## src/rtl/hps_upload_pkg.sv

```systemverilog
// Shared definitions for the HPS upload responder: FSM states and the byte
// returned for reads that fall outside the backing memory.
package hps_upload_pkg;

    typedef enum logic [1:0] {
        IDLE  = 2'd0,
        PAUSE = 2'd1,
        READY = 2'd2,
        FETCH = 2'd3
    } state_t;

    localparam logic [7:0] OOR_BYTE = 8'hFF;

endpackage

```

## src/rtl/hiscore_upload.sv

```systemverilog
// Streams bytes from a core-side RAM to the HPS during an upload session,
// holding the CPU paused so the memory contents stay stable.
module hiscore_upload
    import hps_upload_pkg::*;
#(
    parameter int ADDR_W   = 10,
    parameter int MEM_SIZE = 1024,
    parameter int RD_LAT   = 1
) (
    input  logic              clk_sys,
    input  logic              reset,
    input  logic              upload_sel,
    input  logic              ioctl_rd,
    input  logic [24:0]       ioctl_addr,
    output logic [7:0]        ioctl_din,
    output logic              ioctl_wait,
    output logic              pause_req,
    input  logic              pause_ack,
    output logic [ADDR_W-1:0] ram_addr,
    output logic              ram_rd,
    input  logic [7:0]        ram_q,
    output logic              busy
);

    localparam int CNT_W = 2;

    state_t             state, state_nxt;
    logic [7:0]         din_nxt;
    logic               wait_nxt, pause_nxt, rd_nxt;
    logic [ADDR_W-1:0]  raddr_nxt;
    logic               pend, pend_nxt;
    logic [24:0]        pend_addr, paddr_nxt;
    logic               oor, oor_nxt;
    logic [CNT_W-1:0]   cnt, cnt_nxt;
    logic               lost, lost_nxt;
    logic               start;
    logic [24:0]        start_addr;

    // High address bits must be clear as well as the address being below MEM_SIZE.
    function automatic logic in_range(input logic [24:0] a);
        logic [24:0] lim;
        lim = 25'(MEM_SIZE);
        return (a[24:ADDR_W] == '0) && (a < lim);
    endfunction

    assign busy = (state != IDLE);

    always_comb begin
        state_nxt  = state;
        din_nxt    = ioctl_din;
        wait_nxt   = ioctl_wait;
        pause_nxt  = pause_req;
        rd_nxt     = 1'b0;
        raddr_nxt  = ram_addr;
        pend_nxt   = pend;
        paddr_nxt  = pend_addr;
        oor_nxt    = oor;
        cnt_nxt    = cnt;
        lost_nxt   = lost;
        start      = 1'b0;
        start_addr = ioctl_addr;

        case (state)
            IDLE: begin
                if (upload_sel) begin
                    state_nxt = PAUSE;
                    pause_nxt = 1'b1;
                    pend_nxt  = 1'b0;
                end
            end
            PAUSE: begin
                // Only the first early read is held; the HPS is stalled after it.
                if (ioctl_rd && !pend) begin
                    pend_nxt  = 1'b1;
                    paddr_nxt = ioctl_addr;
                    wait_nxt  = 1'b1;
                end
                if (pause_ack) state_nxt = READY;
            end
            READY: begin
                if (!pause_ack) begin
                    state_nxt = PAUSE;
                    if (ioctl_rd && !pend) begin
                        pend_nxt  = 1'b1;
                        paddr_nxt = ioctl_addr;
                        wait_nxt  = 1'b1;
                    end
                end else if (pend || ioctl_rd) begin
                    start      = 1'b1;
                    start_addr = pend ? pend_addr : ioctl_addr;
                end
            end
            FETCH: begin
                if (!pause_ack) lost_nxt = 1'b1;
                if (cnt == '0) begin
                    din_nxt   = oor ? OOR_BYTE : ram_q;
                    wait_nxt  = 1'b0;
                    state_nxt = (lost || !pause_ack) ? PAUSE : READY;
                    lost_nxt  = 1'b0;
                end else begin
                    cnt_nxt = cnt - 1'b1;
                end
            end
            default: state_nxt = IDLE;
        endcase

        if (start) begin
            state_nxt = FETCH;
            wait_nxt  = 1'b1;
            pend_nxt  = 1'b0;
            lost_nxt  = 1'b0;
            cnt_nxt   = CNT_W'(RD_LAT - 1);
            oor_nxt   = !in_range(start_addr);
            if (in_range(start_addr)) begin
                rd_nxt    = 1'b1;
                raddr_nxt = start_addr[ADDR_W-1:0];
            end
        end

        // Dropping the select ends the session from any active state.
        if (state != IDLE && !upload_sel) begin
            state_nxt = IDLE;
            pause_nxt = 1'b0;
            wait_nxt  = 1'b0;
            rd_nxt    = 1'b0;
            pend_nxt  = 1'b0;
            lost_nxt  = 1'b0;
        end
    end

    always_ff @(posedge clk_sys) begin
        if (reset) begin
            state      <= IDLE;
            ioctl_din  <= 8'h00;
            ioctl_wait <= 1'b0;
            pause_req  <= 1'b0;
            ram_addr   <= '0;
            ram_rd     <= 1'b0;
            pend       <= 1'b0;
            cnt        <= '0;
            lost       <= 1'b0;
        end else begin
            state      <= state_nxt;
            ioctl_din  <= din_nxt;
            ioctl_wait <= wait_nxt;
            pause_req  <= pause_nxt;
            ram_addr   <= raddr_nxt;
            ram_rd     <= rd_nxt;
            pend       <= pend_nxt;
            cnt        <= cnt_nxt;
            lost       <= lost_nxt;
        end
    end

    always_ff @(posedge clk_sys) begin
        pend_addr <= paddr_nxt;
        oor       <= oor_nxt;
    end

endmodule

```

## config.mk

```make
export PLATFORM = sky130hd
export DESIGN_NAME = hiscore_upload
export DESIGN_NICKNAME = d
export VERILOG_FILES = /design/src/rtl/hps_upload_pkg.sv /design/src/rtl/hiscore_upload.sv
export SDC_FILE = /design/constraint.sdc
export NUM_CORES = 1
export LEC_CHECK = 0
export BUFFER_PORTS_ARGS = -buffer_cell sky130_fd_sc_hd__buf_2
export CELL_PAD_IN_SITES_DETAIL_PLACEMENT = 1
export CELL_PAD_IN_SITES_GLOBAL_PLACEMENT = 1
export CORE_MARGIN = 2
export CORE_UTILIZATION = 30
export DETAILED_ROUTE_END_ITERATION = 10
export PLACE_DENSITY = 0.64
export SLEW_MARGIN = 10
export SYNTH_ARGS = -nofsm -noshare
export SYNTH_HDL_FRONTEND = slang
export SYNTH_SLANG_ARGS = --single-unit
```

## constraint.sdc

```tcl
create_clock -name clk_sys -period 2.35 [get_ports clk_sys]
set_clock_uncertainty 0.05 [all_clocks]
set_input_delay 0.3525 -clock clk_sys [delete_from_list [all_inputs] [get_ports clk_sys]]
set_output_delay 0.3525 -clock clk_sys [all_outputs]
set_load 0.1 [all_outputs]
```

==> results.json, run 1 <==
{
  "status": "completed",
  "worstSetupEndpointType": "flop",
  "finalPower_mw": 2.84,
  "first_global_vias": 1826,
  "ir_drop_mv": 0.504,
  "worstPathRequired_ns": 2.51,
  "min_period_ns": 2.07,
  "postSynthCellCount": 201,
  "max_freq_mhz": 482,
  "gp_congestion": 0.745,
  "hold_buffers": 0,
  "yosysSeqAreaShare": 0.558,
  "die_h_um": 92.9,
  "clk_latency_ns": 0.30,
  "wl_met2_um": 2480,
  "timing.rr.end": "state[0]",
  "die_w_um": 92.9,
  "initial_core_util": 0.308,
  "criticalPathCategory": "flop to flop",
  "antenna_found_initial": 0,
  "synth.net_count": 246,
  "grt_pass1_wl_um": 8510,
  "final_common_cell": "buf_2",
  "cts_buffers": 5,
  "critPathLaunch": "state[0]",
  "cts_setup_buffers": 0,
  "worstPathCellList": "inv_1 > ha_1 > o211ai_2 > a2111oi_2 > nor2_1 > a311oi_1",
  "hold_violations": 0,
  "synth_simple_gate_area_share": 0.172,
  "worst_pin_slew_ns": 0.594,
  "power-per-cell-area_nw_per_um2": 976,
  "yosysWarnings": 0,
  "core_area_um2": 7690,
  "drtIter0Drc": 40,
  "dp_hpwl_um": 3720,
  "worstHoldStart": "ioctl_addr[15]",
  "cts_sinks": 53,
  "cpMaxStageDelayCell": "a2111oi_2",
  "syn2layout_area_growth_pct": 22.9,
  "synthMuxAreaShare": 0.110,
  "hold_depth": 1,
  "ys_async_sr_fraction": 0,
  "fin_area_um2": 2910,
  "slew_headroom": 0.604,
  "vias_per_cell": 4.72,
  "synth_top_family_by_area": "simple AND/OR/NAND/NOR gates",
  "n_antenna_cell": 0,
  "ys_top_cells_by_area": "edfxtp_1 (33%), dfxtp_1 (23%), mux2_4 (6.3%), nor2_1 (5.2%), mux2i_1 (4.6%)",
  "yosysTopAreaCellShare": 0.329,
  "cts-root-buf": "clkbuf_8",
  "via_count": 1726,
  "leakage_nw": 1.25,
  "worst-path-stages": 6,
  "cts.path.max_buffers": 2,
  "clk_pin_slew_ns": 0.10,
  "maxCapViolCount": 0,
  "drc": 0,
  "nets": 308,
  "synthAdderAreaFrac": 0.0370,
  "fin_crit_sh": 0.882,
  "synth_top_area_cell": "edfxtp_1",
  "cts_tree": "built",
  "syn_area_um2": 2370,
  "rows": 32,
  "synthFlopType": "dfxtp_1",
  "critPathCapture": "state[0]",
  "placed_area_um2": 2800,
  "io_pins": 60,
  "cts_max_level": 2,
  "grt_max_degree": 34,
  "arrival_ns": 2.23,
  "ff2ff_path_depth": 6,
  "cp_slowest_stage_delay_ns": 0.47,
  "synth_compound_area_frac": 0.0929,
  "most-common-layout-cells": "buf_2 (59), nor2_1 (33), dfxtp_1 (27)",
  "io_buffer_count": 59,
  "setup_tns_ns": 0,
  "synth-seq-cells": 53,
  "critPathMaxFanout": 6,
  "synthDistinctLibCells": 40,
  "critPathBufInv": 1,
  "track_usage": 0.122,
  "dr_wl_met3_um": 194,
  "reg2reg_setup_slack_ns": 0.28,
  "grt.overflow.total": 0,
  "ant_nets": 0,
  "syn_area_per_cell_um2": 11.8,
  "cts.repair.resized": 0,
  "synth_edf_count": 26,
  "highest_layer": "met4",
  "rr_startpoint": "state[0]",
  "synth_xor_xnor_area_share": 0.00370,
  "slew_viol_final": 0,
  "startpoint_type": "flop",
  "dieArea_um2": 8630,
  "drt_first_pass_iters": 4,
  "met1_length_um": 2320,
  "rsz0062_at_grt": "false",
  "timing.hold.ws_ns": 0.179,
  "wl_per_cell_um": 13.8,
  "hp-class": "input pin to flop",
  "crit_family": "compound AO/OA/AOI/OAI gates",
  "routed_wl_um": 5060,
  "setup_viol": 0,
  "drive_gt1_frac": 0.341
}
logic make-up after synthesis:
logic type      Yosys count
compound gates           26
xor+xnor                  1
fa+ha+maj                 7
buf+inv                  17
flops                    53
mux                      21
simple gates             76
cell usage after synthesis (4+ instances only):
library cell  count
mux2_4           10
clkbuf_1          5
a211oi_1         10
nor3_1            7
nor2_1           33
edfxtp_1         26
mux2i_1          11
inv_1             9
nor2b_1          14
or4_1             5
ha_1              7
a21oi_1           5
dfxtp_1          27
nand2_1           4
metal layers:
| layer | vias up | track usage |
|---|---|---|
| met4 | 0 | 0.0294 |
| met5 | - | 0 |
| met3 | 6 | 0.0252 |
| met2 | 39 | 0.208 |
| li1 | 854 | - |
| met1 | 827 | 0.158 |
registers in the layout, indices dropped and copies added, names as in the netlist:
signal and flops:
ram_addr 10, ioctl_din 8, state 2, oor 1
pend_addr 25, lost 1, ram_rd 1, ioctl_wait 1
pause_req 1, cnt 2, pend 1
area by class of cell:
class / instances / area (um^2)
Clock buffer: 5 / 68.8
Clock inverter: 3 / 43.8
Fill cell: 884 / 4770
Inverter: 10 / 37.5
Multi-Input combinational cell: 131 / 983
Sequential cell: 53 / 1320
Tap cell: 102 / 128
Timing Repair Buffer: 62 / 330
where the power goes:
part	leakage, nW	switching, mW	total [mW]	internal (mW)
combinational	0.736	0.734	0.988	0.254
clock	0.0585	0.313	0.633	0.320
sequential	0.455	0.0734	1.22	1.15
worst min path at each step:
stage / endpoint / slack [ns]
floorplan: pend_addr[0] / 0.40
global placement: pause_req / 0.41
detailed placement: pause_req / 0.44
CTS: pend_addr[15] / 0.17
global route: pend_addr[12] / 0.16
finish: pend_addr[15] / 0.18
per-stage QoR:
step	setup slack, ns	utilization	cells
floorplan	0.302	-	201
global placement	0.343	0.364	358
detailed placement	0.333	0.364	358
CTS	0.285	0.379	366
global route	0.122	0.379	366
finish	0.277	0.379	366
Note: power is estimated with default switching activity, not from simulation.
==> run 2: changes to the inputs <==
--- a/config.mk
+++ b/config.mk
@@ -6,12 +6,13 @@
 export NUM_CORES = 1
 export LEC_CHECK = 0
 export BUFFER_PORTS_ARGS = -buffer_cell sky130_fd_sc_hd__buf_2
+export CAP_MARGIN = 25
 export CELL_PAD_IN_SITES_DETAIL_PLACEMENT = 1
 export CELL_PAD_IN_SITES_GLOBAL_PLACEMENT = 1
 export CORE_MARGIN = 2
-export CORE_UTILIZATION = 30
+export CORE_UTILIZATION = 25
 export DETAILED_ROUTE_END_ITERATION = 10
-export PLACE_DENSITY = 0.64
+export PLACE_DENSITY = 0.56
 export SLEW_MARGIN = 10
 export SYNTH_ARGS = -nofsm -noshare
 export SYNTH_HDL_FRONTEND = slang
==> constraint.sdc (replaced) <==
create_clock -name clk_sys -period 2.35 [get_ports clk_sys]
set_clock_uncertainty 0.05 [all_clocks]
set_input_delay 0.235 -clock clk_sys [delete_from_list [all_inputs] [get_ports clk_sys]]
set_output_delay 0.235 -clock clk_sys [all_outputs]
set_load 0.1 [all_outputs]
==> run 2 against run 1 <==
Final cell count increased by 7.4%. Global-route usage fell by 1.9 points. Clock power grew 2%. Critical path depth is 1 higher. Largest power group unchanged. Critical path type unchanged. Via count shrank 0.46%. Power up 0.96%. Critical endpoint is now ram_addr[4]. Non-clock buffer count unchanged. Die area rose by 19%.
==> results.json, run 2 (same netlist as run 1, synthesis figures left out) <==
{
  "maxCapViolCount": 0,
  "postLayoutSetupSlackWorst_ns": 0.242,
  "n_antenna_cell": 0,
  "nets": 308,
  "initial_core_util": 0.256,
  "cpMaxStageDelayCell": "dfxtp_1",
  "p_clk_frac": 0.225,
  "fin_util": 0.319,
  "final_common_cell": "buf_2",
  "top_register": "pend_addr",
  "finalPower_mw": 2.87,
  "cts.path.max_buffers": 2,
  "core_area_um2": 9240,
  "fin_crit_sh": 0.897,
  "rows": 35,
  "track_usage": 0.103,
  "die_h_um": 101,
  "place_inst": 385,
  "gp_congestion": 0.725,
  "syn2layout_area_growth_pct": 24.4,
  "criticalPathCategory": "flop to flop",
  "hp-class": "input pin to flop",
  "drt_first_pass_iters": 4,
  "cts_max_level": 2,
  "worstPathRequired_ns": 2.50,
  "clk_pin_slew_ns": 0.10,
  "grt.overflow.total": 0,
  "drive_gt1_frac": 0.341,
  "setup_tns_ns": 0,
  "setup_viol": 0,
  "status": "completed",
  "crit_family": "buffers and inverters",
  "rsz0062_at_grt": "false",
  "wl_per_cell_um": 13.2,
  "multi_input_area_um2": 983,
  "swShare": 0.395,
  "min_period_ns": 2.11,
  "startpoint_type": "flop",
  "critPathMaxFanout": 10,
  "instances_no_fill": 393,
  "drc": 0,
  "slew_headroom": 0.583,
  "vias_per_cell": 4.37,
  "antenna_found_initial": 0,
  "reg.largest.list": "pend_addr x25, ram_addr x10, ioctl_din x8",
  "placed_area_um2": 2830,
  "timing.hold.ws_ns": 0.0610,
  "largest_register_ffs": 25,
  "cts.repair.resized": 0,
  "seq_power_share": 0.426,
  "most-common-layout-cells": "buf_2 (59), nor2_1 (33), dfxtp_1 (27)",
  "p_int_mw": 1.74,
  "grt_pass1_wl_um": 8470,
  "cts_sinks": 53,
  "regArea_um2": 1320,
  "power-per-cell-area_nw_per_um2": 973,
  "routed_wl_um": 5200,
  "cts_buffers": 5,
  "dieArea_um2": 10300,
  "cp_slowest_stage_delay_ns": 0.44,
  "leakage_nw": 1.24,
  "worst_pin_slew_ns": 0.625,
  "cts-root-buf": "clkbuf_8",
  "cts_tree": "built",
  "first_global_vias": 1726,
  "io_buffer_count": 59,
  "comb_power_share": 0.349,
  "arrival_ns": 2.26,
  "fin_area_um2": 2950,
  "slew_viol_final": 0,
  "hold_buffers": 0,
  "drtIter0Drc": 38,
  "hold_violations": 0,
  "max_freq_mhz": 474,
  "dp_hpwl_um": 3770,
  "worstSetupEndpointType": "flop",
  "fillCellCount": 1039,
  "via_count": 1718,
  "ir_drop_mv": 0.599,
  "grt_max_degree": 34,
  "cts_setup_buffers": 0,
  "die_w_um": 101,
  "worstPathCellList": "inv_1 > ha_1 > o211ai_2 > inv_2 > a32oi_4 > buf_4 > mux2_4",
  "io_pins": 60,
  "ant_nets": 0,
  "power.switching_mw": 1.13,
  "clk_latency_ns": 0.31,
  "place_ws_ns": 0.255,
  "critPathBufInv": 3
}
-- run 2: changes by cell type in the layout (fill, tap and decap cells not counted) --
| cell | before | now |
|---|---|---|
| clkinv_2 | 1 | 0 |
| clkinv_4 | 0 | 1 |
| clkinvlp_4 | 0 | 1 |
| inv_6 | 1 | 0 |
-- run 2: path summary, 6_finish.rpt --
kind                                     start       endpoint  slack, ns  depth (start not counted)
worst min-delay path            ioctl_addr[14]  pend_addr[14]       0.06                          1
worst max register to register        state[0]    ram_addr[4]       0.24                          7
worst max-delay path                  state[0]    ram_addr[4]       0.24                          7
worst min register to register       pause_req      pause_req       0.44                          2
-- run 2: routing by layer --
metal,global-route usage,share of wire,vias up
met5,0,0,-
met4,0.0291,0.012,0
met3,0.0221,0.039,4
met2,0.166,0.47,40
met1,0.141,0.48,828
li1,-,-,846
-- run 2: layout make-up --
type	instances	area share
flip-flops and latches	53	0.448
clock buffers	5	0.0233
inverters	10	0.0127
repair buffers	62	0.112
multi-input cells	131	0.333
well taps	129	0.0547
clock inverters	3	0.0157
-- run 2: power groups by stage --
stage	Sequential [mW]	Combinational, mW	Clock, mW
2_1_floorplan	1.51	0.504	0
3_3_place_gp	1.24	1.01	0
3_5_place_dp	1.25	1.01	0
4_1_cts	1.23	1.01	0.673
5_1_grt	1.24	1.09	0.703
6_report	1.22	1.00	0.645
-- run 2: worst reg2reg max path: cells and delay by family, from the launching register on --
kind	cells	cell delay [ns]
compound gates	2	0.38
fa+ha+maj	1	0.32
buf+inv	3	0.51
flops	1	0.44
mux	1	0.32
